==> src/rtl/key_sched_ctrl.sv <==
// key_sched_ctrl: latches a master key and streams round-key triples (i-1, i, i+1) over valid/ready, stepping i up or down.
module key_sched_ctrl #(
    parameter int ROUNDS = 16,
    parameter int KEY_W  = 144,
    parameter int SUB_W  = 9,
    parameter int IDX_W  = 7
) (
    input  logic             clk,
    input  logic             rst_n,
    input  logic [KEY_W-1:0] key_in,
    input  logic             start,
    input  logic             dir,
    input  logic             abort,
    output logic             busy,
    output logic             rk_valid,
    input  logic             rk_ready,
    output logic [IDX_W-1:0] rk_idx,
    output logic [SUB_W-1:0] rk_prev,
    output logic [SUB_W-1:0] rk_cur,
    output logic [SUB_W-1:0] rk_next,
    output logic             done
);
    typedef enum logic [1:0] {IDLE, LOAD, RUN, DONE} state_t;
    state_t state, state_n;
    logic [KEY_W-1:0] key_r;
    logic dir_r, fire, at_last, load;
    logic [IDX_W-1:0] idx, last, step_idx, load_idx;
    // subword index j = -i mod 16, so round 0 and every multiple of 16 use key word 0
    function automatic logic [SUB_W-1:0] sub(input logic [KEY_W-1:0] k, input logic [IDX_W-1:0] i);
        logic [3:0] j;
        j = 4'd0 - i[3:0];
        return k[SUB_W*j +: SUB_W] ^ SUB_W'(i);
    endfunction
    always_comb begin
        fire     = rk_valid & rk_ready;
        last     = dir_r ? IDX_W'(1) : IDX_W'(ROUNDS);
        at_last  = idx == last;
        step_idx = dir_r ? idx - 1'b1 : idx + 1'b1;
        load     = state == LOAD || (state == RUN && fire && !at_last);
        load_idx = state == LOAD ? idx : step_idx;
        state_n  = state;
        case (state)
            IDLE:    if (start) state_n = LOAD;
            LOAD:    state_n = RUN;
            RUN:     if (fire && at_last) state_n = DONE;
            default: state_n = IDLE;
        endcase
        if (abort) state_n = IDLE;
    end
    always_ff @(posedge clk or negedge rst_n) begin
        if (!rst_n) begin
            state    <= IDLE;
            key_r    <= '0;
            dir_r    <= 1'b0;
            idx      <= '0;
            rk_idx   <= '0;
            rk_prev  <= '0;
            rk_cur   <= '0;
            rk_next  <= '0;
            rk_valid <= 1'b0;
        end else begin
            state    <= state_n;
            rk_valid <= state_n == RUN;
            if (!abort) begin
                if (state == IDLE && start) begin
                    key_r <= key_in;
                    dir_r <= dir;
                    idx   <= dir ? IDX_W'(ROUNDS) : IDX_W'(1);
                end
                if (load) begin
                    idx     <= load_idx;
                    rk_idx  <= load_idx;
                    rk_prev <= sub(key_r, load_idx - 1'b1);
                    rk_cur  <= sub(key_r, load_idx);
                    rk_next <= sub(key_r, load_idx + 1'b1);
                end
            end
        end
    end
    assign busy = state != IDLE;
    assign done = state == DONE;
endmodule

==> config.mk <==
export PLATFORM = sky130hd
export DESIGN_NAME = key_sched_ctrl
export DESIGN_NICKNAME = d
export VERILOG_FILES = /design/src/rtl/key_sched_ctrl.sv
export SDC_FILE = /design/constraint.sdc
export NUM_CORES = 1
export LEC_CHECK = 0
export CAP_MARGIN = 20
export CORE_UTILIZATION = 59
export CTS_CLUSTER_DIAMETER = 30
export DETAILED_ROUTE_END_ITERATION = 16
export PLACE_DENSITY = 0.95
export SETUP_SLACK_MARGIN = 0.15
export SYNTH_ARGS = -nofsm -noshare
export SYNTH_HDL_FRONTEND = slang
export SYNTH_SLANG_ARGS = --single-unit
export TNS_END_PERCENT = 1
==> constraint.sdc <==
create_clock -name clk -period 8.6 [get_ports clk]
set_clock_uncertainty 0.15 [all_clocks]
set_input_delay 2.58 -clock clk [delete_from_list [all_inputs] [get_ports clk]]
set_output_delay 2.58 -clock clk [all_outputs]
set_load 0.05 [all_outputs]
; ---- After elaboration in Yosys (flattened, before gate mapping)
; Cells that the tools add are included.
[totals]
regBits = 189
output_inout_bits = 37
input_bits = 150
word_cells = 54
[classes]
addsub = 7
eq_ne = 5
shifts = 3
mul = 3
reduce_logical = 12
n_bitwise = 5
mux = 10
[ops]
columns = cell, n
row1 = $shiftx 144x9->9, 3
row2 = $mux 7, 4
row3 = $xor 9x7->9, 3
row4 = $mul 4x4->8 const A, 3
row5 = $add 7x1->7 const B, 2
row6 = $sub 7x1->7 const B, 2
row7 = $sub 1x4->4 const A, 3
row8 = $mux 5, 2
row9 = $eq 7x5->1, 1
row10 = $eq 2x2->1 const B, 3
row11 = $mux 2, 3
row12 = $pmux 2 s3, 1
row13 = $reduce_and 2->1, 3
row14 = $logic_and 1x1->1, 4
row15 = $reduce_bool 2->1, 2
row16 = $eq 2x1->1 const B, 1
row17 = $logic_not 2->1, 1
row18 = $and 1x1->1, 1
row19 = $logic_not 1->1, 1
row20 = $logic_or 1x1->1, 1
row21 = $not 1->1, 1

; ---- Longest topological paths before layout
; Gate-level depths: netlist (run 1).
[depth]
word_depth = 8
depth_mapped = 17
ltp_nobuf = 13

; ---- Worst setup path before layout (run 1)
; OpenSTA, ideal clock, no wires.
[synth_timing]
kind = in2reg
start = in abort
end = reg key_r[10]
setup_ps = 125
path_slack_ps = 4458
t_arrival_ps = 3867
cell_stages = 5
required_ps = 8325
n_path_buf = 3
path_cell_list = nand3b_1 -> clkbuf_1 -> clkbuf_1 -> clkbuf_1 -> mux2_2
[synth_via]
elab_chain_cells = 2
[synth_rtl]
columns = element, line_no
row1 = from (decl), 13  ; input logic abort,
row2 = $not 1->1 (no source line), n/a
row3 = $reduce_and 2->1 (no source line), n/a
row4 = to (signal assigned), 66  ; key_r <= key_in;
row5 = to (decl), 25  ; logic [KEY_W-1:0] key_r;
; No other way between the ends.
; A chain may end at the register's enable or synchronous reset.

; ---- Final worst setup path (run 1)
[layout_timing]
start = reg idx[0]
end = reg rk_next[1]
[layout_via]
elab_chain_cells = 8
elab_cells_between_ends = 14
classes_between = 4 x add/sub / 1 x mul / 1 x eq/ne / 1 x shift / 2 x mux / 1 x bitwise / 4 x reduce/logical
[layout_rtl]
columns = element, line_no
row1 = from (decl), 27  ; logic [IDX_W-1:0] idx, last, step_idx, load_idx;
row2 = from (signal assigned), 68  ; idx <= dir ? IDX_W'(ROUNDS) : IDX_W'(1);
row3 = from (signal assigned), 71  ; idx <= load_idx;
row4 = $add 7x1->7 / $sub 7x1->7 (equally long branches), 38  ; step_idx = dir_r ? idx - 1'b1 : idx + 1'b1;
row5 = $mux 7 *, 38
row6 = $mux 7 *, 40  ; load_idx = state == LOAD ? idx : step_idx;
row7 = net load_idx[1], 27
row8 = $add 7x1->7 *, 75  ; rk_next <= sub(key_r, load_idx + 1'b1);
row9 = $sub 1x4->4, 31  ; j = 4'd0 - i[3:0];
row10 = $mul 4x4->8, 32  ; return k[SUB_W*j +: SUB_W] ^ SUB_W'(i);
row11 = $shiftx 144x9->9, 32
row12 = $xor 9x7->9 *, 32
row13 = to (signal assigned), 75
row14 = to (decl), 20  ; output logic [SUB_W-1:0] rk_next,
; The timed path passes the listed nets; every way through them passes the cells marked *.

==> results of run 1 <==
-- stage by stage --
step | setup WS (ns) | utilization | hold WS, ns | instance area (um^2)
6_report | 2.85 | 0.749 | 0.331 | 14100
2_1_floorplan | 4.46 | - | 0.346 | 11400
3_5_place_dp | 2.93 | 0.714 | 0.321 | 13400
4_1_cts | 2.81 | 0.744 | 0.338 | 14000
3_3_place_gp | 3.27 | 0.714 | 0.312 | 13400
5_1_grt | 2.66 | 0.749 | 0.354 | 14100
-- per-layer routing --
metal	up-vias	GRT usage	share of wire
met2	462	0.506	0.50
met4	0	0.130	0.031
met1	4112	0.410	0.38
met3	78	0.0656	0.084
met5	-	0	0
li1	3409	-	-
-- state kept, by name, summed over array words and instances, names as in the netlist, 2 cells and up --
signal   flops
key_r      144
state        2
idx          7
rk_next      9
rk_idx       7
rk_prev      9
rk_cur       9
-- cell type report --
| type | instances | area, um^2 |
|---|---|---|
| clock buffer | 20 | 447 |
| sequential | 189 | 4730 |
| tap | 260 | 325 |
| timing repair buffer | 201 | 2050 |
| inverter | 9 | 36.3 |
| clock inverter | 12 | 110 |
| multi-input combinational | 541 | 6390 |
| fill | 1083 | 4740 |
-- critical path, delay by kind of cell (launching register included) --
| family | cells | cell delay (ns) |
|---|---|---|
| fa+ha+maj | 2 | 1.63 |
| mux | 2 | 0.88 |
| xor+xnor | 1 | 0.84 |
| buf+inv | 2 | 0.82 |
| flops | 1 | 0.63 |
| simple gates | 2 | 0.30 |
| compound gates | 2 | 0.28 |
-- worst max path at each step --
| stage | from | end | slack, ns | cells past startpoint |
|---|---|---|---|---|
| floorplan | abort | key_r[10]$_DFFE_PN0P_ | 4.46 | 5 |
| global placement | idx[0]$_DFFE_PN0P_ | rk_next[5]$_DFFE_PN0P_ | 3.27 | 10 |
| detailed placement | idx[0]$_DFFE_PN0P_ | rk_next[3]$_DFFE_PN0P_ | 2.93 | 10 |
| CTS | idx[0]$_DFFE_PN0P_ | rk_prev[0]$_DFFE_PN0P_ | 2.81 | 12 |
| global route | idx[0]$_DFFE_PN0P_ | rk_next[1]$_DFFE_PN0P_ | 2.66 | 11 |
| finish | idx[0]$_DFFE_PN0P_ | rk_next[1]$_DFFE_PN0P_ | 2.85 | 11 |
-- logic make-up (layout without fill, tap and decap cells) --
logic type	count (synthesis)	in the layout
mux	310	310
flops	189	189
simple gates	101	101
compound gates	77	77
buf+inv	66	242
xor+xnor	38	38
fa+ha+maj	15	15
-- cells in the mapped netlist (2+ instances only) --
cell type / instances / share of area
mux2i_1: 43 / 0.038
xnor2_2: 7 / 0.010
a21oi_1: 6 / 0.0026
o21ai_0: 19 / 0.0083
dfrtp_1: 189 / 0.41
nor3b_1: 4 / 0.0026
and2_1: 2 / 0.0011
nand2_1: 43 / 0.014
buf_6: 2 / 0.0020
mux2_2: 154 / 0.15
buf_4: 8 / 0.0053
nor2b_1: 6 / 0.0033
nor2_1: 18 / 0.0059
ha_1: 14 / 0.015
nand3_1: 7 / 0.0031
xor2_1: 5 / 0.0038
mux4_2: 108 / 0.21
nand4_1: 6 / 0.0033
xnor2_1: 25 / 0.019
nand2b_1: 2 / 0.0011
clkbuf_1: 32 / 0.011
o21ai_1: 13 / 0.0057
buf_2: 14 / 0.0061
nor3_1: 6 / 0.0026
a21o_1: 5 / 0.0033
or2_2: 2 / 0.0011
inv_1: 8 / 0.0026
mux4_1: 5 / 0.012
a211o_1: 5 / 0.0038
a211oi_1: 7 / 0.0046
o22a_1: 2 / 0.0015
==> impl_metrics.env, run 1 <==
export IMPL_synthToLayoutAreaGrowth_pct=23.6
export IMPL_ys_flop_type="dfrtp_1"
export IMPL_yosysWarnings=0
export IMPL_core_area_um2=18800
export IMPL_cts_max_level=4
export IMPL_numCtsBuffers=17
export IMPL_cts_tree="built"
export IMPL_path_max_fanout=44
export IMPL_ys_seq_area_frac=0.415
export IMPL_diodes=0
export IMPL_antenna_found_initial=0
export IMPL_worstHoldPathType="flop to flop"
export IMPL_period_share=0.669
export IMPL_synth_area_mux_share=0.415
export IMPL_worstSetupStartpointType="flop"
export IMPL_die_w_um=141
export IMPL_fmax_mhz=174
export IMPL_slowest_delay_ns=1.09
export IMPL_clkLatencyLatePin_ns=0.44
export IMPL_grt_pass1_vias=8384
export IMPL_drt_initial_drc_count=722
export IMPL_portBuffers=186
export IMPL_mostFrequentLayoutCell="dfrtp_1"
export IMPL_path_clk_slew_ns=0.07
export IMPL_final_cell_mix="189 x dfrtp_1, 185 x clkdlybuf4s50_1, 154 x mux2_2"
export IMPL_r2r_start="idx[0]$_DFFE_PN0P_"
export IMPL_syn_inst=796
export IMPL_synth_xor_area_frac=0.0354
export IMPL_synth_edf_count=0
export IMPL_grt_usage=0.311
export IMPL_crit_path_end_kind="flop"
export IMPL_die_area_um2=19900
export IMPL_crit_path_frequent_cell="inv_1"
export IMPL_drc=0
export IMPL_synth_top_family_by_area="multiplexers"
export IMPL_synth_avg_cell_area_um2=14.3
export IMPL_crit_chain="fa_1, mux2i_1, inv_1, ha_2, inv_1, nand2_1, nor2_1, xnor2_2, mux2_2, a22oi_1, a31oi_1"
export IMPL_worstPathArrival_ns=5.88
export IMPL_start_util=0.606
export IMPL_gp_congestion=0.874
export IMPL_cts_hold_buf=0
export IMPL_routed_wirelength_mm=29.3
export IMPL_rr_worst_depth=11
export IMPL_cts_resized_gates=0
export IMPL_crit_type="flop to flop"
export IMPL_timing_rr_end="rk_next[1]$_DFFE_PN0P_"
export IMPL_cts_setup_buffers=0
export IMPL_io_pins=187
export IMPL_hold_path_end="rk_idx[2]$_DFFE_PN0P_"
export IMPL_required_ns=8.73
export IMPL_min_period_ns=5.75
export IMPL_std_cell_rows=50
export IMPL_fin_cells=1232
export IMPL_rsz0062_at_grt="no"
export IMPL_synthArstFlopShare=1.00
export IMPL_setup_viol=0
export IMPL_routedWlPerCell_um=23.8
export IMPL_drv_cap=0
export IMPL_slew_viol_final=0
export IMPL_timing_final_hold_violations=0
export IMPL_grt_pass1_wl_mm=46.5
export IMPL_worst_pin_slew_ns=1.10
export IMPL_synth_seq_cells=189
export IMPL_synth_nets=961
export IMPL_synthAdderAreaFrac=0.0171
export IMPL_grt_start_max_net_pins=153
export IMPL_syn_area_um2=11400
export IMPL_critPathSlowestCell="ha_2"
export IMPL_synth_compound_gate_area_share=0.0495
export IMPL_setup_tns_ns=0
export IMPL_status="complete, no violations"
export IMPL_cts_sinks=189
export IMPL_ant_nets=0
export IMPL_synth_distinct_cells=60
export IMPL_drive_gt1_frac=0.336
export IMPL_dp_cells=1196
export IMPL_synthSimpleGateAreaFrac=0.0417
export IMPL_via_per_inst=6.54
export IMPL_r2r_slack_ns=2.85
export IMPL_vias=8061
export IMPL_clock_root_buffer="clkbuf_16"
export IMPL_grt_overflow_total=0
export IMPL_dp_final_hpwl_mm=19.9
export IMPL_drt_pre_antenna_iters=7
export IMPL_min_path_cells=2
export IMPL_clockBufferDepth=2
export IMPL_die_y_um=141
export IMPL_slew_headroom=0.267
export IMPL_finalNetCount=1124
export IMPL_min_from="rk_idx[2]$_DFFE_PN0P_"
Power of run 1 is left out: the tool's default activity adds up to more than one toggle a clock period on the data nets, which glitch-free logic cannot reach.
==> run 2, diff against run 1 <==
--- a/config.mk
+++ b/config.mk
@@ -6,10 +6,10 @@
 export NUM_CORES = 1
 export LEC_CHECK = 0
 export CAP_MARGIN = 20
-export CORE_UTILIZATION = 59
+export CORE_UTILIZATION = 49
 export CTS_CLUSTER_DIAMETER = 30
 export DETAILED_ROUTE_END_ITERATION = 16
-export PLACE_DENSITY = 0.95
+export PLACE_DENSITY = 0.89
 export SETUP_SLACK_MARGIN = 0.15
 export SYNTH_ARGS = -nofsm -noshare
 export SYNTH_HDL_FRONTEND = slang
==> constraint.sdc (replaced) <==
create_clock -name clk -period 4.7 [get_ports clk]
set_clock_uncertainty 0.15 [all_clocks]
set_input_delay 1.41 -clock clk [delete_from_list [all_inputs] [get_ports clk]]
set_output_delay 1.41 -clock clk [all_outputs]
set_load 0.05 [all_outputs]
==> run 2 against run 1 <==
Against the previous run:
- die area is 20% higher
- sequential share of layout area shrank 0.25 points
- worst setup slack worse by 2.4 ns
- global-route usage decreased by 5.8 points
- cell area rose by 0.75%
- highest routed layer unchanged
- critical path type unchanged
- fmax rose by 36%
==> impl_metrics.env, run 2 (synthesized netlist as in run 1, its figures left out) <==
export IMPL_rsz0062_at_grt="no"
export IMPL_vias=7936
export IMPL_grt_usage=0.253
export IMPL_worstSetupStartpointType="flop"
export IMPL_period_share=0.900
export IMPL_worst_pin_slew_ns=1.20
export IMPL_setup_viol=0
export IMPL_timing_rr_end="rk_next[1]$_DFFE_PN0P_"
export IMPL_diodes=0
export IMPL_grt_use_met1=0.354
export IMPL_grt_start_max_net_pins=94
export IMPL_required_ns=4.91
export IMPL_cts_setup_buffers=0
export IMPL_r2r_start="dir_r$_DFFE_PN0P_"
export IMPL_clockBufferDepth=2
export IMPL_grt_use_met3=0.0485
export IMPL_crit_end="rk_next[1]$_DFFE_PN0P_"
export IMPL_cp_buffers_inverters=0
export IMPL_drc=0
export IMPL_crit_path_end_kind="flop"
export IMPL_setup_tns_ns=0
export IMPL_die_area_um2=23900
export IMPL_clock_root_buffer="clkbuf_16"
export IMPL_grt_pass1_vias=8126
export IMPL_drv_cap=0
export IMPL_dp_final_hpwl_mm=20.7
export IMPL_largest_reg_flops=144
export IMPL_rr_worst_depth=9
export IMPL_portBuffers=186
export IMPL_routed_wirelength_mm=28.9
export IMPL_path_clk_slew_ns=0.07
export IMPL_crit_path_frequent_cell="xnor2_2"
export IMPL_fmax_mhz=236
export IMPL_cts_tree="built"
export IMPL_routedWlPerCell_um=22.8
export IMPL_cts_hold_buf=0
export IMPL_path_max_fanout=12
export IMPL_path_depth=9
export IMPL_cts_sinks=189
export IMPL_critPathTopFamily="XOR/XNOR gates"
export IMPL_timing_final_hold_violations=0
export IMPL_min_period_ns=4.23
export IMPL_critPathSlowestCell="xnor2_2"
export IMPL_drt_initial_drc_count=783
export IMPL_status="complete, no violations"
export IMPL_finalNetCount=1133
export IMPL_crit_chain="fa_1, xnor2_2, a21oi_1, o21ai_0, xnor2_1, xnor2_2, mux2i_1, o32a_1, a31oi_1"
export IMPL_regMostFlops="key_r"
export IMPL_die_w_um=155
export IMPL_use_met2=0.401
export IMPL_worstHoldPathType="flop to flop"
export IMPL_start_util=0.502
export IMPL_die_y_um=155
export IMPL_drive_gt1_frac=0.341
export IMPL_grt_overflow_total=0
export IMPL_drt_pre_antenna_iters=5
export IMPL_crit_start="dir_r$_DFFE_PN0P_"
export IMPL_slew_headroom=0.198
export IMPL_crit_type="flop to flop"
export IMPL_core_area_um2=22700
export IMPL_r2r_slack_ns=0.47
export IMPL_gp_congestion=0.906
export IMPL_cts_max_level=4
export IMPL_clkLatencyLatePin_ns=0.44
export IMPL_synthToLayoutAreaGrowth_pct=24.5
export IMPL_top_usage_layer="met2"
export IMPL_slew_viol_final=0
export IMPL_mostFrequentLayoutCell="dfrtp_1"
export IMPL_slowest_delay_ns=0.96
export IMPL_via_per_inst=6.27
export IMPL_final_cell_mix="189 x dfrtp_1, 185 x clkdlybuf4s50_1, 154 x mux2_2"
export IMPL_std_cell_rows=55
export IMPL_cts_resized_gates=0
export IMPL_fill_cells=1659
export IMPL_worstPathArrival_ns=4.43
export IMPL_grt_pass1_wl_mm=46.0
export IMPL_ant_nets=0
export IMPL_antenna_found_initial=0
export IMPL_numCtsBuffers=17
export IMPL_io_pins=187
[run 2: cell count changes in the layout (fill, tap and decap cells not counted), sizes merged]
cell,delta
inv,-1
clkinvlp,+3
bufinv,+1
clkinv,-3
buf,+9
[run 2: metal layers]
metal | routed length, um | vias up | part of all wire
li1 | - | 3423 | -
met1 | 12000 | 4088 | 0.41
met2 | 14300 | 379 | 0.50
met3 | 1980 | 46 | 0.068
met4 | 632 | 0 | 0.022
met5 | 0 | - | 0
[run 2: worst min path at each step]
| stage | startpoint | endpoint | slack (ns) | cells past startpoint |
|---|---|---|---|---|
| after detailed placement | rk_idx[2]$_DFFE_PN0P_ | rk_idx[2]$_DFFE_PN0P_ | 0.33 | 2 |
| after global placement | rk_next[7]$_DFFE_PN0P_ | rk_next[7]$_DFFE_PN0P_ | 0.31 | 2 |
| after CTS | rk_idx[2]$_DFFE_PN0P_ | rk_idx[2]$_DFFE_PN0P_ | 0.34 | 2 |
| final | rk_idx[2]$_DFFE_PN0P_ | rk_idx[2]$_DFFE_PN0P_ | 0.33 | 2 |
| after global routing | rk_cur[2]$_DFFE_PN0P_ | rk_cur[2]$_DFFE_PN0P_ | 0.36 | 2 |
| after floorplan | key_r[126]$_DFFE_PN0P_ | key_r[126]$_DFFE_PN0P_ | 0.35 | 1 |
[run 2: stage by stage]
stage | cell area [um^2] | worst slack, ns | hold WS, ns | util | cells
floorplan | 11400 | 0.616 | 0.346 | - | 796
global placement | 13600 | 0.584 | 0.312 | 0.599 | 1232
detailed placement | 13600 | 0.478 | 0.326 | 0.599 | 1233
CTS | 14200 | 0.391 | 0.342 | 0.625 | 1265
global route | 14200 | 0.178 | 0.362 | 0.625 | 1266
finish | 14200 | 0.471 | 0.332 | 0.625 | 1266
[run 2: worst register-to-register path, stage by stage (launching register included)]
cell     delay [ns]
dfrtp_1        0.54
fa_1           0.55
xnor2_2        0.25
a21oi_1        0.38
o21ai_0        0.26
xnor2_1        0.27
xnor2_2        0.96
mux2i_1        0.28
o32a_1         0.35
a31oi_1        0.16
[run 2: layout make-up]
class / count / area [um^2] / area share
Multi-Input combinational cell: 541 / 6390 / 0.450
Sequential cell: 189 / 4730 / 0.333
Timing Repair Buffer: 210 / 2110 / 0.149
Clock buffer: 20 / 437 / 0.0308
Tap cell: 285 / 357 / 0.0251
Clock inverter: 12 / 138 / 0.00969
Inverter: 9 / 36.3 / 0.00256
Power of run 2 is left out for the same reason.
==> run 3, diff against run 2 <==
--- a/config.mk
+++ b/config.mk
@@ -6,11 +6,13 @@
 export NUM_CORES = 1
 export LEC_CHECK = 0
 export CAP_MARGIN = 20
+export CORE_ASPECT_RATIO = 1.1
 export CORE_UTILIZATION = 49
 export CTS_CLUSTER_DIAMETER = 30
 export DETAILED_ROUTE_END_ITERATION = 16
 export PLACE_DENSITY = 0.89
 export SETUP_SLACK_MARGIN = 0.15
+export SLEW_MARGIN = 20
 export SYNTH_ARGS = -nofsm -noshare
 export SYNTH_HDL_FRONTEND = slang
 export SYNTH_SLANG_ARGS = --single-unit
==> run 3 against run 2 <==
Against the previous run:
- count of clock-buffer cells in the layout decreased by 2
- sequential share of layout area shrank 0.20 points
- flip-flop and latch count unchanged
- wire length grew 4.0%
- register-to-register slack worse by 0.096 ns
- largest cell class unchanged
- cell count is 1.5% higher
==> impl_metrics.env, run 3 (synthesized netlist as in run 1, its figures left out) <==
export IMPL_setup_viol=0
export IMPL_design_area_um2=14300
export IMPL_start_util=0.499
export IMPL_slowest_delay_ns=0.63
export IMPL_cts_setup_buffers=0
export IMPL_cts_tree="built"
export IMPL_io_pins=187
export IMPL_final_setup_worst_slack_ns=0.375
export IMPL_dp_final_hpwl_mm=21.5
export IMPL_regMostFlops="key_r"
export IMPL_clockBufferDepth=2
export IMPL_cts_max_level=4
export IMPL_min_from="rk_cur[6]$_DFFE_PN0P_"
export IMPL_synthToLayoutAreaGrowth_pct=25.2
export IMPL_r2r_start="idx[0]$_DFFE_PN0P_"
export IMPL_worstHoldPathType="flop to flop"
export IMPL_grt_usage=0.260
export IMPL_cts_hold_buf=0
export IMPL_portBuffers=186
export IMPL_antenna_found_initial=1
export IMPL_cts_sinks=189
export IMPL_critPathTopFamily="multiplexers"
export IMPL_core_area_um2=22900
export IMPL_ant_nets=0
export IMPL_status="complete, no violations"
export IMPL_crit_type="flop to flop"
export IMPL_drc=0
export IMPL_cts_resized_gates=0
export IMPL_largest_reg_flops=144
export IMPL_die_area_um2=23900
export IMPL_crit_path_frequent_cell="mux2i_1"
export IMPL_grt_start_max_net_pins=77
export IMPL_std_cell_rows=58
export IMPL_worst_pin_slew_ns=1.14
export IMPL_die_y_um=162
export IMPL_rr_worst_depth=13
export IMPL_drive_gt1_frac=0.347
export IMPL_finalNetCount=1136
export IMPL_grt_overflow_total=0
export IMPL_required_ns=4.83
export IMPL_r2r_slack_ns=0.38
export IMPL_setup_tns_ns=0
export IMPL_worstSetupStartpointType="flop"
export IMPL_worstPathArrival_ns=4.45
export IMPL_clock_root_buffer="clkbuf_16"
export IMPL_min_path_cells=2
export IMPL_routed_wirelength_mm=30.0
export IMPL_place_area_um2=13700
export IMPL_cp_buffers_inverters=2
export IMPL_numCtsBuffers=17
export IMPL_period_share=0.920
export IMPL_via_per_inst=6.21
export IMPL_rsz0062_at_grt="no"
export IMPL_drt_initial_drc_count=724
export IMPL_path_max_fanout=30
export IMPL_pre_cts_slack_ns=0.501
export IMPL_clkLatencyLatePin_ns=0.43
export IMPL_final_cell_mix="189 x dfrtp_1, 185 x clkdlybuf4s50_1, 154 x mux2_2"
export IMPL_die_w_um=147
export IMPL_crit_chain="fa_1, mux2i_1, buf_4, ha_1, xor2_1, a211o_1, and2_1, buf_4, mux4_2, mux2i_1, mux2i_1, xnor2_1, o21ai_0"
export IMPL_crit_path_end_kind="flop"
export IMPL_path_depth=13
export IMPL_holdWs_ns=0.329
export IMPL_routedWlPerCell_um=23.4
export IMPL_slew_headroom=0.237
export IMPL_mostFrequentLayoutCell="dfrtp_1"
export IMPL_crit_start="idx[0]$_DFFE_PN0P_"
export IMPL_fmax_mhz=231
export IMPL_grt_pass1_vias=8167
export IMPL_gp_congestion=0.877
export IMPL_min_period_ns=4.32
export IMPL_slew_viol_final=0
export IMPL_vias=7980
export IMPL_drt_pre_antenna_iters=7
export IMPL_grt_pass1_wl_mm=46.7
export IMPL_timing_final_hold_violations=0
export IMPL_path_clk_slew_ns=0.07
export IMPL_critPathSlowestCell="dfrtp_1"
export IMPL_drv_cap=0
==> run 3: cell count changes in the layout (fill, tap and decap cells not counted), sizes merged <==
cell      before  now
clkbuf        21   18
inv           12   13
buf           24   28
clkinv         3    7
diode          0    1
clkinvlp       4    1
==> run 3: layout make-up <==
cell class | count | area (um^2)
sequential | 189 | 4730
multi-input combinational | 541 | 6400
fill | 1665 | 8570
clock buffer | 18 | 439
timing repair buffer | 213 | 2140
antenna | 1 | 2.50
tap | 300 | 375
inverter | 9 | 35.0
clock inverter | 14 | 160
==> run 3: metal layers <==
metal / global-route usage / vias to the layer above / wire length, um
li1: - / 3433 / -
met4: 0.101 / 0 / 809
met1: 0.342 / 4106 / 12100
met3: 0.0601 / 58 / 2220
met2: 0.422 / 383 / 14900
met5: 0 / - / 0
==> run 3: per-stage QoR <==
stage | instances | util
after global placement | 1251 | 0.597
after global routing | 1285 | 0.625
after detailed placement | 1252 | 0.598
after CTS | 1284 | 0.625
after floorplan | 796 | -
final | 1285 | 0.625
==> run 3: worst paths after layout <==
path                                           to
min                         rk_cur[6]$_DFFE_PN0P_
max reg2reg                rk_prev[6]$_DFFE_PN0P_
min in group asynchronous   key_r[72]$_DFFE_PN0P_
max in group asynchronous  rk_next[8]$_DFFE_PN0P_
max                        rk_prev[6]$_DFFE_PN0P_
min reg2reg                 rk_cur[6]$_DFFE_PN0P_
==> run 3: worst reg2reg max path, stage by stage, from the launching register on <==
cell     delay [ns]
dfrtp_1        0.63
fa_1           0.53
mux2i_1        0.25
buf_4          0.20
ha_1           0.21
xor2_1         0.25
a211o_1        0.33
and2_1         0.18
buf_4          0.40
mux4_2         0.41
mux2i_1        0.22
mux2i_1        0.18
xnor2_1        0.16
o21ai_0        0.08
Power of run 3 is left out for the same reason.
